File: config.mk
export PLATFORM = sky130hd
export DESIGN_NAME = esw_dispatch
export DESIGN_NICKNAME = d
export VERILOG_FILES = /design/src/rtl/esw_pkg.sv /design/src/rtl/esw_port_cnt.sv /design/src/rtl/esw_dispatch.sv
export SDC_FILE = /design/constraint.sdc
export NUM_CORES = 1
export LEC_CHECK = 0
export BUFFER_PORTS_ARGS = -buffer_cell sky130_fd_sc_hd__buf_2
export CORE_AREA = 2 2 221 223
export CTS_BUF_LIST = sky130_fd_sc_hd__clkbuf_16
export CTS_CLUSTER_DIAMETER = 40
export DETAILED_ROUTE_END_ITERATION = 10
export DIE_AREA = 0 0 223 225
export SLEW_MARGIN = 0
export SYNTH_ARGS = -nofsm -noshare
export SYNTH_HDL_FRONTEND = slang
export SYNTH_SLANG_ARGS = --single-unit
File: constraint.sdc
create_clock -name clk -period 4.75 [get_ports clk]
set_input_delay 0.7125 -clock clk [delete_from_list [all_inputs] [get_ports clk]]
set_output_delay 0.7125 -clock clk [all_outputs]
set_load 0.01 [all_outputs]
File: src/rtl/esw_pkg.sv
// Shared definitions for the ESW packet dispatcher: word flags, FSM states
// and the packet word width.
package esw_pkg;

  localparam int DATA_W = 134;

  // Word-position flags carried in bits [133:132] of every packet word.
  localparam logic [1:0] HEAD = 2'b01;
  localparam logic [1:0] BODY = 2'b11;
  localparam logic [1:0] TAIL = 2'b10;

  typedef enum logic [1:0] {
    IDLE     = 2'd0,
    FWD      = 2'd1,
    WAIT_VLD = 2'd2,
    DISCARD  = 2'd3
  } esw_state_e;

  // Extract the position flag from a packet word.
  function automatic logic [1:0] word_flag(input logic [DATA_W-1:0] w);
    return w[DATA_W-1 -: 2];
  endfunction

endpackage

File: src/rtl/esw_port_cnt.sv
// Per-port good-packet counter: wraps modulo 2^CNT_W, advances on en.
module esw_port_cnt #(
  parameter int CNT_W = 64
) (
  input  logic             clk,
  input  logic             rst_n,
  input  logic             en,
  output logic [CNT_W-1:0] cnt
);

  // Count one good packet per enable pulse; natural overflow gives the wrap.
  // NOTE: sequential state uses non-blocking assignments so every flop samples pre-edge values.
  always_ff @(posedge clk or negedge rst_n) begin
    if (!rst_n) cnt <= '0;
    else if (en) cnt <= cnt + 1'b1;
  end

endmodule

File: src/rtl/esw_dispatch.sv
// N-port packet dispatcher: replicates each packet to the ports in its action
// bitmap (or drops it), forwards end-of-packet status and closes packets whose
// tail/status never arrived. Statistics counters are built only when the
// macro ESW_DISPATCH_CNT_EN is defined; otherwise the counter outputs are 0.
module esw_dispatch
  import esw_pkg::*;
#(
  parameter int PORT_NUM = 4,
  parameter int CNT_W    = 64
) (
  input  logic                      clk,
  input  logic                      rst_n,
  input  logic [DATA_W-1:0]         in_data,
  input  logic                      in_data_wr,
  input  logic                      in_valid,
  input  logic                      in_valid_wr,
  input  logic [PORT_NUM-1:0]       in_action,
  input  logic                      in_action_wr,
  output logic [DATA_W-1:0]         out_data,
  output logic [PORT_NUM-1:0]       out_data_wr,
  output logic                      out_valid,
  output logic [PORT_NUM-1:0]       out_valid_wr,
  output logic [PORT_NUM*CNT_W-1:0] pktout_cnt,
  output logic [31:0]               drop_cnt
);

  esw_state_e state_q, state_d;
  logic [PORT_NUM-1:0] sel_q, sel_d;
  logic [PORT_NUM-1:0] act_q, act_d;
  logic                act_vld_q, act_vld_d;
  logic                tail_seen_q, tail_seen_d;

  // Skid copy of the whole input bundle. After a truncating head the input
  // stream runs one cycle late through this register until an idle input
  // cycle lets it catch up again.
  logic [DATA_W-1:0]   skid_data;
  logic                skid_data_wr, skid_valid, skid_valid_wr, skid_action_wr;
  logic [PORT_NUM-1:0] skid_action;
  logic                skid_mode_q;
  logic                from_skid, defer, start;

  logic [DATA_W-1:0]   e_data, data_d;
  logic                e_data_wr, e_valid, e_valid_wr, e_action_wr, e_head, valid_d;
  logic [PORT_NUM-1:0] e_action, data_wr_d, valid_wr_d, latch_bmp;
  logic [1:0]          e_flag;
  logic                latch_full;

  assign from_skid   = skid_mode_q & (skid_data_wr | skid_valid_wr | skid_action_wr);
  assign e_data      = from_skid ? skid_data      : in_data;
  assign e_data_wr   = from_skid ? skid_data_wr   : in_data_wr;
  assign e_valid     = from_skid ? skid_valid     : in_valid;
  assign e_valid_wr  = from_skid ? skid_valid_wr  : in_valid_wr;
  assign e_action    = from_skid ? skid_action    : in_action;
  assign e_action_wr = from_skid ? skid_action_wr : in_action_wr;
  assign e_flag      = word_flag(e_data);
  assign e_head      = e_data_wr && (e_flag == HEAD);

  // An action strobe in the same cycle as the head counts as a full latch.
  assign latch_full  = act_vld_q | e_action_wr;
  assign latch_bmp   = e_action_wr ? e_action : act_q;

  // Next-state and next-output decode for the dispatch FSM.
  // NOTE: every output of this block gets a default first so no latches are inferred.
  always_comb begin
    state_d     = state_q;
    sel_d       = sel_q;
    act_d       = act_q;
    act_vld_d   = act_vld_q;
    tail_seen_d = tail_seen_q;
    data_wr_d   = '0;
    valid_wr_d  = '0;
    data_d      = out_data;
    valid_d     = out_valid;
    start       = 1'b0;
    defer       = 1'b0;

    if (e_action_wr) begin
      act_vld_d = 1'b1;
      act_d     = e_action;
    end

    case (state_q)
      IDLE: start = e_head;
      FWD, WAIT_VLD: begin
        if (e_head) begin
          // Missing tail/status: close the open packet as bad, no data strobe.
          valid_wr_d = sel_q;
          valid_d    = 1'b0;
          if (from_skid) begin
            // Stream already one cycle late; start the new packet right away.
            start = 1'b1;
          end else begin
            // Replay the head (and its action strobe) from the skid next cycle.
            defer     = 1'b1;
            state_d   = IDLE;
            act_d     = act_q;
            act_vld_d = act_vld_q;
          end
        end else if (state_q == FWD) begin
          if (e_data_wr) begin
            data_wr_d = sel_q;
            data_d    = e_data;
            if (e_flag == TAIL) begin
              if (e_valid_wr) begin
                valid_wr_d = sel_q;
                valid_d    = e_valid;
                state_d    = IDLE;
              end else begin
                state_d = WAIT_VLD;
              end
            end
          end
        end else if (e_valid_wr) begin
          valid_wr_d = sel_q;
          valid_d    = e_valid;
          state_d    = IDLE;
        end
      end
      DISCARD: begin
        if (e_head) begin
          start = 1'b1;
        end else begin
          if (e_data_wr && (e_flag == TAIL)) tail_seen_d = 1'b1;
          if (e_valid_wr && tail_seen_d) state_d = IDLE;
        end
      end
      default: state_d = IDLE;
    endcase

    if (start) begin
      act_vld_d   = 1'b0;
      tail_seen_d = 1'b0;
      if (latch_full && (latch_bmp != '0)) begin
        sel_d     = latch_bmp;
        data_wr_d = latch_bmp;
        data_d    = e_data;
        state_d   = FWD;
      end else begin
        state_d = DISCARD;
      end
    end
  end

  // FSM state, action latch, skid register and registered outputs.
  // NOTE: the skid word is a handful of flops, not a memory, so it is reset with everything else.
  always_ff @(posedge clk or negedge rst_n) begin
    if (!rst_n) begin
      state_q        <= IDLE;
      sel_q          <= '0;
      act_q          <= '0;
      act_vld_q      <= 1'b0;
      tail_seen_q    <= 1'b0;
      skid_data      <= '0;
      skid_data_wr   <= 1'b0;
      skid_valid     <= 1'b0;
      skid_valid_wr  <= 1'b0;
      skid_action    <= '0;
      skid_action_wr <= 1'b0;
      skid_mode_q    <= 1'b0;
      out_data       <= '0;
      out_data_wr    <= '0;
      out_valid      <= 1'b0;
      out_valid_wr   <= '0;
    end else begin
      state_q        <= state_d;
      sel_q          <= sel_d;
      act_q          <= act_d;
      act_vld_q      <= act_vld_d;
      tail_seen_q    <= tail_seen_d;
      skid_data      <= in_data;
      skid_data_wr   <= in_data_wr;
      skid_valid     <= in_valid;
      skid_valid_wr  <= in_valid_wr;
      skid_action    <= in_action;
      skid_action_wr <= in_action_wr;
      skid_mode_q    <= defer | from_skid;
      out_data       <= data_d;
      out_data_wr    <= data_wr_d;
      out_valid      <= valid_d;
      out_valid_wr   <= valid_wr_d;
    end
  end

`ifdef ESW_DISPATCH_CNT_EN
  logic drop_inc;

  // A head that starts a packet without a non-zero bitmap is a drop.
  assign drop_inc = start & ~(latch_full & (latch_bmp != '0));

  for (genvar i = 0; i < PORT_NUM; i++) begin : g_port_cnt
    esw_port_cnt #(.CNT_W(CNT_W)) u_cnt (
      .clk   (clk),
      .rst_n (rst_n),
      .en    (out_valid_wr[i] & out_valid),
      .cnt   (pktout_cnt[i*CNT_W +: CNT_W])
    );
  end

  // Saturating drop counter.
  always_ff @(posedge clk or negedge rst_n) begin
    if (!rst_n) drop_cnt <= '0;
    else if (drop_inc && (drop_cnt != '1)) drop_cnt <= drop_cnt + 32'd1;
  end
`else
  assign pktout_cnt = '0;
  assign drop_cnt   = '0;
`endif

endmodule
# ---- Word level (Yosys, flattened, before mapping)
# Index checks and enable logic that the tools add are counted.
# Widths: inputs -> output; s select.
dict set report classes {
  eq_ne 16
  muxes 63
  bitwise_logic 5
  reduce_logical 13
}
# op n
set op_table {}
lappend op_table {{$mux 134} 7}
lappend op_table {{$mux 4} 17}
lappend op_table {{$mux 1} 26}
lappend op_table {{$mux 2} 11}
lappend op_table {{$ne 5x5->1 const B} 3}
lappend op_table {{$ne 3x3->1 const B} 4}
lappend op_table {{$ne 4x4->1 const B} 2}
lappend op_table {{$reduce_and 7->1} 1}
lappend op_table {{$eq 2x2->1 const B} 3}
lappend op_table {{$eq 2x1->1 const B} 2}
lappend op_table {{$logic_and 1x1->1} 4}
lappend op_table {{$or 1x1->1} 4}
lappend op_table {{$pmux 2 s2} 1}
lappend op_table {{$reduce_and 2->1} 2}
lappend op_table {{$reduce_bool 4->1} 1}
lappend op_table {{$ne 3x2->1 const B} 1}
lappend op_table {{$pmux 1 s3} 1}
lappend op_table {{$reduce_and 3->1} 1}
lappend op_table {{$reduce_bool 3->1} 1}
lappend op_table {{$logic_not 2->1} 1}
lappend op_table {{$ne 2x2->1 const B} 1}
lappend op_table {{$reduce_bool 2->1} 1}
lappend op_table {{$reduce_or 2->1} 1}
lappend op_table {{$and 1x1->1} 1}
dict set report totals {
  ff_bits 298
  inputBits 144
}

# ---- Longest topological paths before layout
dict set report depth {
  ltp_word 14
  ltp_mapped 9
}

# ---- Worst setup path after synthesis
# OpenSTA, ideal clock, no wires.
dict set report synth_path {
  kind {flip-flop to flip-flop}
  startpoint {reg skid_valid_wr}
  endpoint {reg out_data[100]}
  t_arrival_ns 2.843
  required_ns 4.622
  slack_ns 1.780
  path_stages_with_launch 9
  synth_period_minus_slack_ns 2.970
  path_cell_list {dfrtp_1 > o31ai_2 > mux2_2 > mux2_2 > o41ai_4 > nand2_2 > buf_4 > buf_4 > mux2_1}
}
dict set report synth_between {
  elab_chain_cells 10
  elab_cells_between_ends 23
  cone_classes {1 x eq/ne; 15 x mux; 4 x bitwise; 3 x reduce/logical}
}
# element line
set synth_rtl {}
lappend synth_rtl {{start: declaration} esw_dispatch.sv:37} ;# logic skid_data_wr, skid_valid, skid_valid_wr, skid_action_wr;
lappend synth_rtl {{start signal: assignment} esw_dispatch.sv:173} ;# skid_valid_wr <= in_valid_wr;
lappend synth_rtl {{$or 1x1->1 * (2 in series)} esw_dispatch.sv:48} ;# assign from_skid = skid_mode_q & (skid_data_wr | skid_valid_wr | skid_action_wr);
lappend synth_rtl {{$and 1x1->1 *} esw_dispatch.sv:48}
lappend synth_rtl {{$mux 134 or $mux 1 (tied branches)} {esw_dispatch.sv:49, esw_dispatch.sv:50}}
lappend synth_rtl {{$mux 134 or $eq 2x1->1 (tied branches)} {esw_dispatch.sv:100, esw_dispatch.sv:56}}
lappend synth_rtl {{$mux 134 or $logic_and 1x1->1 (tied branches)} {esw_dispatch.sv:99, esw_dispatch.sv:56}}
lappend synth_rtl {{$mux 134} esw_dispatch.sv:85} ;# if (e_head) begin
lappend synth_rtl {{$mux 134} esw_dispatch.sv:82} ;# case (state_q)
lappend synth_rtl {{$mux 134} esw_dispatch.sv:133} ;# if (latch_full && (latch_bmp != '0)) begin
lappend synth_rtl {{$mux 134 *} esw_dispatch.sv:130} ;# if (start) begin
lappend synth_rtl {{via data_d[100]} esw_dispatch.sv:42} ;# logic [DATA_W-1:0] e_data, data_d;
lappend synth_rtl {{end signal: assignment} esw_dispatch.sv:177} ;# out_data <= data_d;
lappend synth_rtl {{end: declaration} esw_dispatch.sv:19} ;# output logic [DATA_W-1:0] out_data,
# The timed path passes the listed nets; every way through them passes the cells marked *.
# A chain may end at the register's enable or synchronous reset.

# ---- Worst setup path in the final report
dict set report layout_path {
  startpoint {reg skid_valid_wr}
  endpoint {reg out_data[120]}
}
# The elaborated chain is that of the path after synthesis.

==> report_table.html <==
<table>
<tr><th>Metric</th><th>Value</th></tr>
<tr><th colspan="2">Timing</th></tr>
<tr><td>Final setup skew</td><td>0.03102 ns</td></tr>
<tr><td>Headroom to the max-slew limit</td><td>34.97%</td></tr>
<tr><td>Setup repair after global routing missed its margin</td><td>false</td></tr>
<tr><td>Final Hold Viols</td><td>0</td></tr>
<tr><td>Crit share post-route</td><td>76.05%</td></tr>
<tr><td>Final worst slack</td><td>1.138 ns</td></tr>
<tr><td>WHS</td><td>0.1877 ns</td></tr>
<tr><td>Final setup violation count</td><td>0</td></tr>
<tr><td>FMAX</td><td>276.8 MHz</td></tr>
<tr><td>Accumulated negative setup slack</td><td>0 ns</td></tr>
<tr><td>Pins over their slew limit</td><td>0</td></tr>
<tr><td>Final min period</td><td>3.612 ns</td></tr>
<tr><td>Worst slew pin tran</td><td>0.9754 ns</td></tr>
<tr><th colspan="2">Die</th></tr>
<tr><td>Initial Util</td><td>28.53%</td></tr>
<tr><td>Overall die area</td><td>50180 um^2</td></tr>
<tr><td>Floorplan Core Area</td><td>47550 um^2</td></tr>
<tr><td>Die W</td><td>223 um</td></tr>
<tr><td>Row count</td><td>80</td></tr>
<tr><td>Die boundary height</td><td>225 um</td></tr>
<tr><td>Ports placed on the boundary</td><td>575</td></tr>
<tr><th colspan="2">Min path</th></tr>
<tr><td>HP Class</td><td>in2async</td></tr>
<tr><th colspan="2">Layout</th></tr>
<tr><td>Area of all placed cells without fillers</td><td>16160 um^2</td></tr>
<tr><td>Final Net Count</td><td>1718</td></tr>
<tr><td>Combined area of the multi-input logic cells</td><td>4818 um^2</td></tr>
<tr><td>FF/Latch Area</td><td>7457 um^2</td></tr>
<tr><td>Synthesis-to-finish area growth</td><td>19.12%</td></tr>
<tr><td>Cell Count, Final, Fillers Out</td><td>2226</td></tr>
<tr><td>Number of fill cells in the layout</td><td>4828</td></tr>
<tr><td>Share of the core filled with cells</td><td>33.98%</td></tr>
<tr><td>Share of layout cells above drive strength 1</td><td>27.86%</td></tr>
<tr><th colspan="2">Yosys</th></tr>
<tr><td>Number of enable flip-flop cells after synthesis</td><td>0</td></tr>
<tr><td>Area share of the largest cell type after synthesis</td><td>54.98%</td></tr>
<tr><td>Number of warning messages in the yosys log</td><td>0</td></tr>
<tr><td>Most common flop cell mapped by yosys</td><td>dfrtp_1</td></tr>
<tr><td>Part of the Yosys area used for sequential elements</td><td>54.98%</td></tr>
<tr><td>Flop and latch count out of synthesis</td><td>298</td></tr>
<tr><td>Mapped Avg Cell Area</td><td>10.66 um^2</td></tr>
<tr><td>Synth Cell Area</td><td>13560 um^2</td></tr>
<tr><td>Gate count of the mapped netlist</td><td>1272</td></tr>
<tr><td>Cell variety after synth</td><td>40</td></tr>
<tr><td>Top cell type by total area after synthesis</td><td>dfrtp_1</td></tr>
<tr><td>Area contributors post-synth</td><td>dfrtp_1, buf_4, nand2_1</td></tr>
<tr><td>Fraction of registers with async set or reset after synthesis</td><td>100.0%</td></tr>
<tr><th colspan="2">Flow run</th></tr>
<tr><td>Max-capacitance violation count</td><td>0</td></tr>
<tr><th colspan="2">Setup path</th></tr>
<tr><td>Kind of critical path</td><td>reg2reg</td></tr>
<tr><td>Type of origin of the critical path</td><td>flip-flop</td></tr>
<tr><td>Cell with the biggest individual delay on the critical path</td><td>o41ai_4</td></tr>
<tr><td>CP Data Required Time</td><td>5.20 ns</td></tr>
<tr><td>Worst Path Max Fanout</td><td>82</td></tr>
<tr><td>Endpoint kind of the worst setup timing path</td><td>flip-flop</td></tr>
<tr><td>Worst path cell trace</td><td>o31ai_4 &gt; mux2_1 &gt; mux2_2 &gt; o41ai_4 &gt; nand2_8 &gt; buf_12 &gt; mux2_1</td></tr>
<tr><td>Crit path DAT</td><td>4.06 ns</td></tr>
<tr><td>Maximum single-stage delay on the critical path</td><td>0.68 ns</td></tr>
<tr><td>Most numerous cell on the critical path</td><td>mux2_1</td></tr>
<tr><th colspan="2">Drt</th></tr>
<tr><td>Number of design rule violations left after detail routing</td><td>0</td></tr>
<tr><td>Highest metal layer with signal wires</td><td>met5</td></tr>
<tr><td>Post-Route M1 WL</td><td>11590 um</td></tr>
<tr><td>Pre-Repair DR Iteration Count</td><td>4</td></tr>
<tr><td>Detail Route met3 WL</td><td>2931 um</td></tr>
<tr><td>Met2 wirelength from detailed routing</td><td>14270 um</td></tr>
<tr><td>Detailed Route Iter0 Violations</td><td>355</td></tr>
<tr><td>Number of nets with antenna violations after routing</td><td>0</td></tr>
<tr><td>Vias after detailed routing</td><td>8679</td></tr>
<tr><td>Detailed-route wire length per cell</td><td>13.27 um</td></tr>
<tr><td>Wire length reported by the detailed router</td><td>29550 um</td></tr>
<tr><td>Number of vias per cell after detailed routing</td><td>3.899</td></tr>
<tr><th colspan="2">Placed design</th></tr>
<tr><td>Instance area at placement</td><td>14610 um^2</td></tr>
<tr><td>Placed Cells</td><td>2136</td></tr>
<tr><td>Port Buf Inserts</td><td>286</td></tr>
<tr><td>Routability congestion estimate from global placement</td><td>0.7797</td></tr>
<tr><td>HPWL Detailed</td><td>20050 um</td></tr>
<tr><td>Placement Setup Slack</td><td>1.090 ns</td></tr>
<tr><th colspan="2">Global route</th></tr>
<tr><td>Total routing resource utilization after global routing</td><td>11.33%</td></tr>
<tr><td>Initial antenna violation count</td><td>6</td></tr>
<tr><td>Number of global-route vias before repair</td><td>8461</td></tr>
<tr><td>Wire length of the first global-routing pass</td><td>45700 um</td></tr>
<tr><td>Pin count of the biggest net entering global routing</td><td>109</td></tr>
<tr><td>Total grt overflow</td><td>0</td></tr>
<tr><th colspan="2">Power and ir drop</th></tr>
<tr><td>Pwr per Cell Area</td><td>632.8 nW/um^2</td></tr>
<tr><td>Leakage power total</td><td>8.360 nW</td></tr>
<tr><td>Max VDD drop</td><td>412.1 uV</td></tr>
<tr><td>Overall power consumption</td><td>10.22 mW</td></tr>
<tr><th colspan="2">CTS</th></tr>
<tr><td>Number of sinks driven by the clock tree</td><td>298</td></tr>
<tr><td>Post CTS Setup Buffer Count</td><td>0</td></tr>
<tr><td>Number of buffers created by CTS</td><td>48</td></tr>
<tr><td>CTS root buffer</td><td>clkbuf_16</td></tr>
<tr><td>Clock transition at the register clock pins on the worst setup and hold paths after CTS</td><td>0.05 ns</td></tr>
<tr><td>H-Tree Depth</td><td>2</td></tr>
<tr><td>Latest clock arrival within the worst-skew pair</td><td>0.57 ns</td></tr>
<tr><td>Post-cts hold buffer count</td><td>0</td></tr>
<tr><td>Number of resized instances in the post-cts repair step</td><td>0</td></tr>
<tr><td>Clock tree from TritonCTS</td><td>built</td></tr>
<tr><td>Deepest clock path buffer count</td><td>3</td></tr>
<tr><th colspan="2">Run status</th></tr>
<tr><td>Status</td><td>complete, no violations</td></tr>
</table>
flip-flops by register name, indices dropped and copies added, names as in the netlist:
signal and cells:
skid_valid 1, skid_action 4, act_vld_q 1, skid_action_wr 1
skid_mode_q 1, out_valid 1, act_q 4, out_data 134
skid_data_wr 1, sel_q 4, out_data_wr 4, skid_valid_wr 1
skid_data 134, tail_seen_q 1, state_q 2, out_valid_wr 4
layout by cell type, fill, tap and decap left out, drive strengths merged, types with 2 or more instances in the layout:
master    count
dfrtp       298
nand2       428
ha            3
nor2          7
conb        288
a21boi        2
o22ai         2
o21ai         7
mux2        145
a2111oi       2
clkinvlp      6
o32a          2
a22o          2
clkinv       18
and2          5
a22oi         2
nand3         2
o41ai         2
clkbuf       48
a21oi         3
nor3          3
buf         295
inv          18
diode         3
mux2i         4
nor2b         3
bufinv        2
critical path: cells and delay by family (launching register included):
family / cells / cell delay [ns]
muxes: 3 / 1.06
and+or+nand+nor: 1 / 0.47
AOI/OAI and AO/OA: 2 / 1.08
buffers and inverters: 1 / 0.41
DFF: 1 / 0.45
synthesized netlist by cell type (2+ instances only):
cell type and n:
mux2_1 71, mux2i_1 4, ha_1 3, o32a_1 2
inv_1 5, nor3_1 3, a22o_1 2, clkbuf_1 30
a21oi_1 3, o22ai_1 2, buf_2 7, nor2b_1 3
mux2_2 74, o21ai_0 6, a22oi_1 2, nand3_1 2
nand2_1 427, a21boi_0 2, buf_4 296, dfrtp_1 298
nor2_1 7, and2_1 5
path summary, 6_finish.rpt:
check	to	slack, ns	start	cells after the start
max	out_data[120]	1.14	skid_valid_wr	7
min	skid_data[34]	0.19	rst_n	1
max reg2reg	out_data[120]	1.14	skid_valid_wr	7
min reg2reg	out_data[73]	0.48	out_data[73]	1
max in group asynchronous	out_data[29]	3.44	rst_n	2
min in group clk	skid_data[56]	0.25	in_data[56]	1
layer usage:
| layer | track usage, % | up-vias |
|---|---|---|
| met4 | 4.395 | 6 |
| met5 | 0 | - |
| met2 | 18.36 | 358 |
| li1 | - | 4086 |
| met3 | 4.798 | 56 |
| met1 | 13.33 | 4173 |
logic make-up (layout without fill, tap and decap cells):
logic type               after synthesis  in the layout  share of synthesized area, %
AO/OA/AOI/OAI                         29             29                         1.827
XOR/XNOR                               1              1                       0.06459
adder cells (fa/ha/maj)                3              3                        0.2768
buffers and inverters                338            387                         17.61
flip-flops                           298            298                         54.98
multiplexers                         149            149                         12.33
other                                  1            291                       0.02765
AND/OR/NAND/NOR                      453            453                         12.88
power breakdown:
group | switching, mW | internal, mW | total [mW]
clock network | 1.28 | 1.98 | 3.27
registers | 0.355 | 3.28 | 3.63
logic | 1.94 | 1.39 | 3.33
layout make-up:
| cell class | count | area share (%) |
|---|---|---|
| Multi-Input combinational cell | 923 | 29.82 |
| Antenna cell | 3 | 0.04646 |
| Timing Repair Buffer | 295 | 9.572 |
| Inverter | 5 | 0.1162 |
| Tap cell | 615 | 4.763 |
| Sequential cell | 298 | 46.16 |
| Clock buffer | 48 | 7.434 |
| Clock inverter | 39 | 2.091 |
Note: power is estimated with default switching activity, not from simulation.
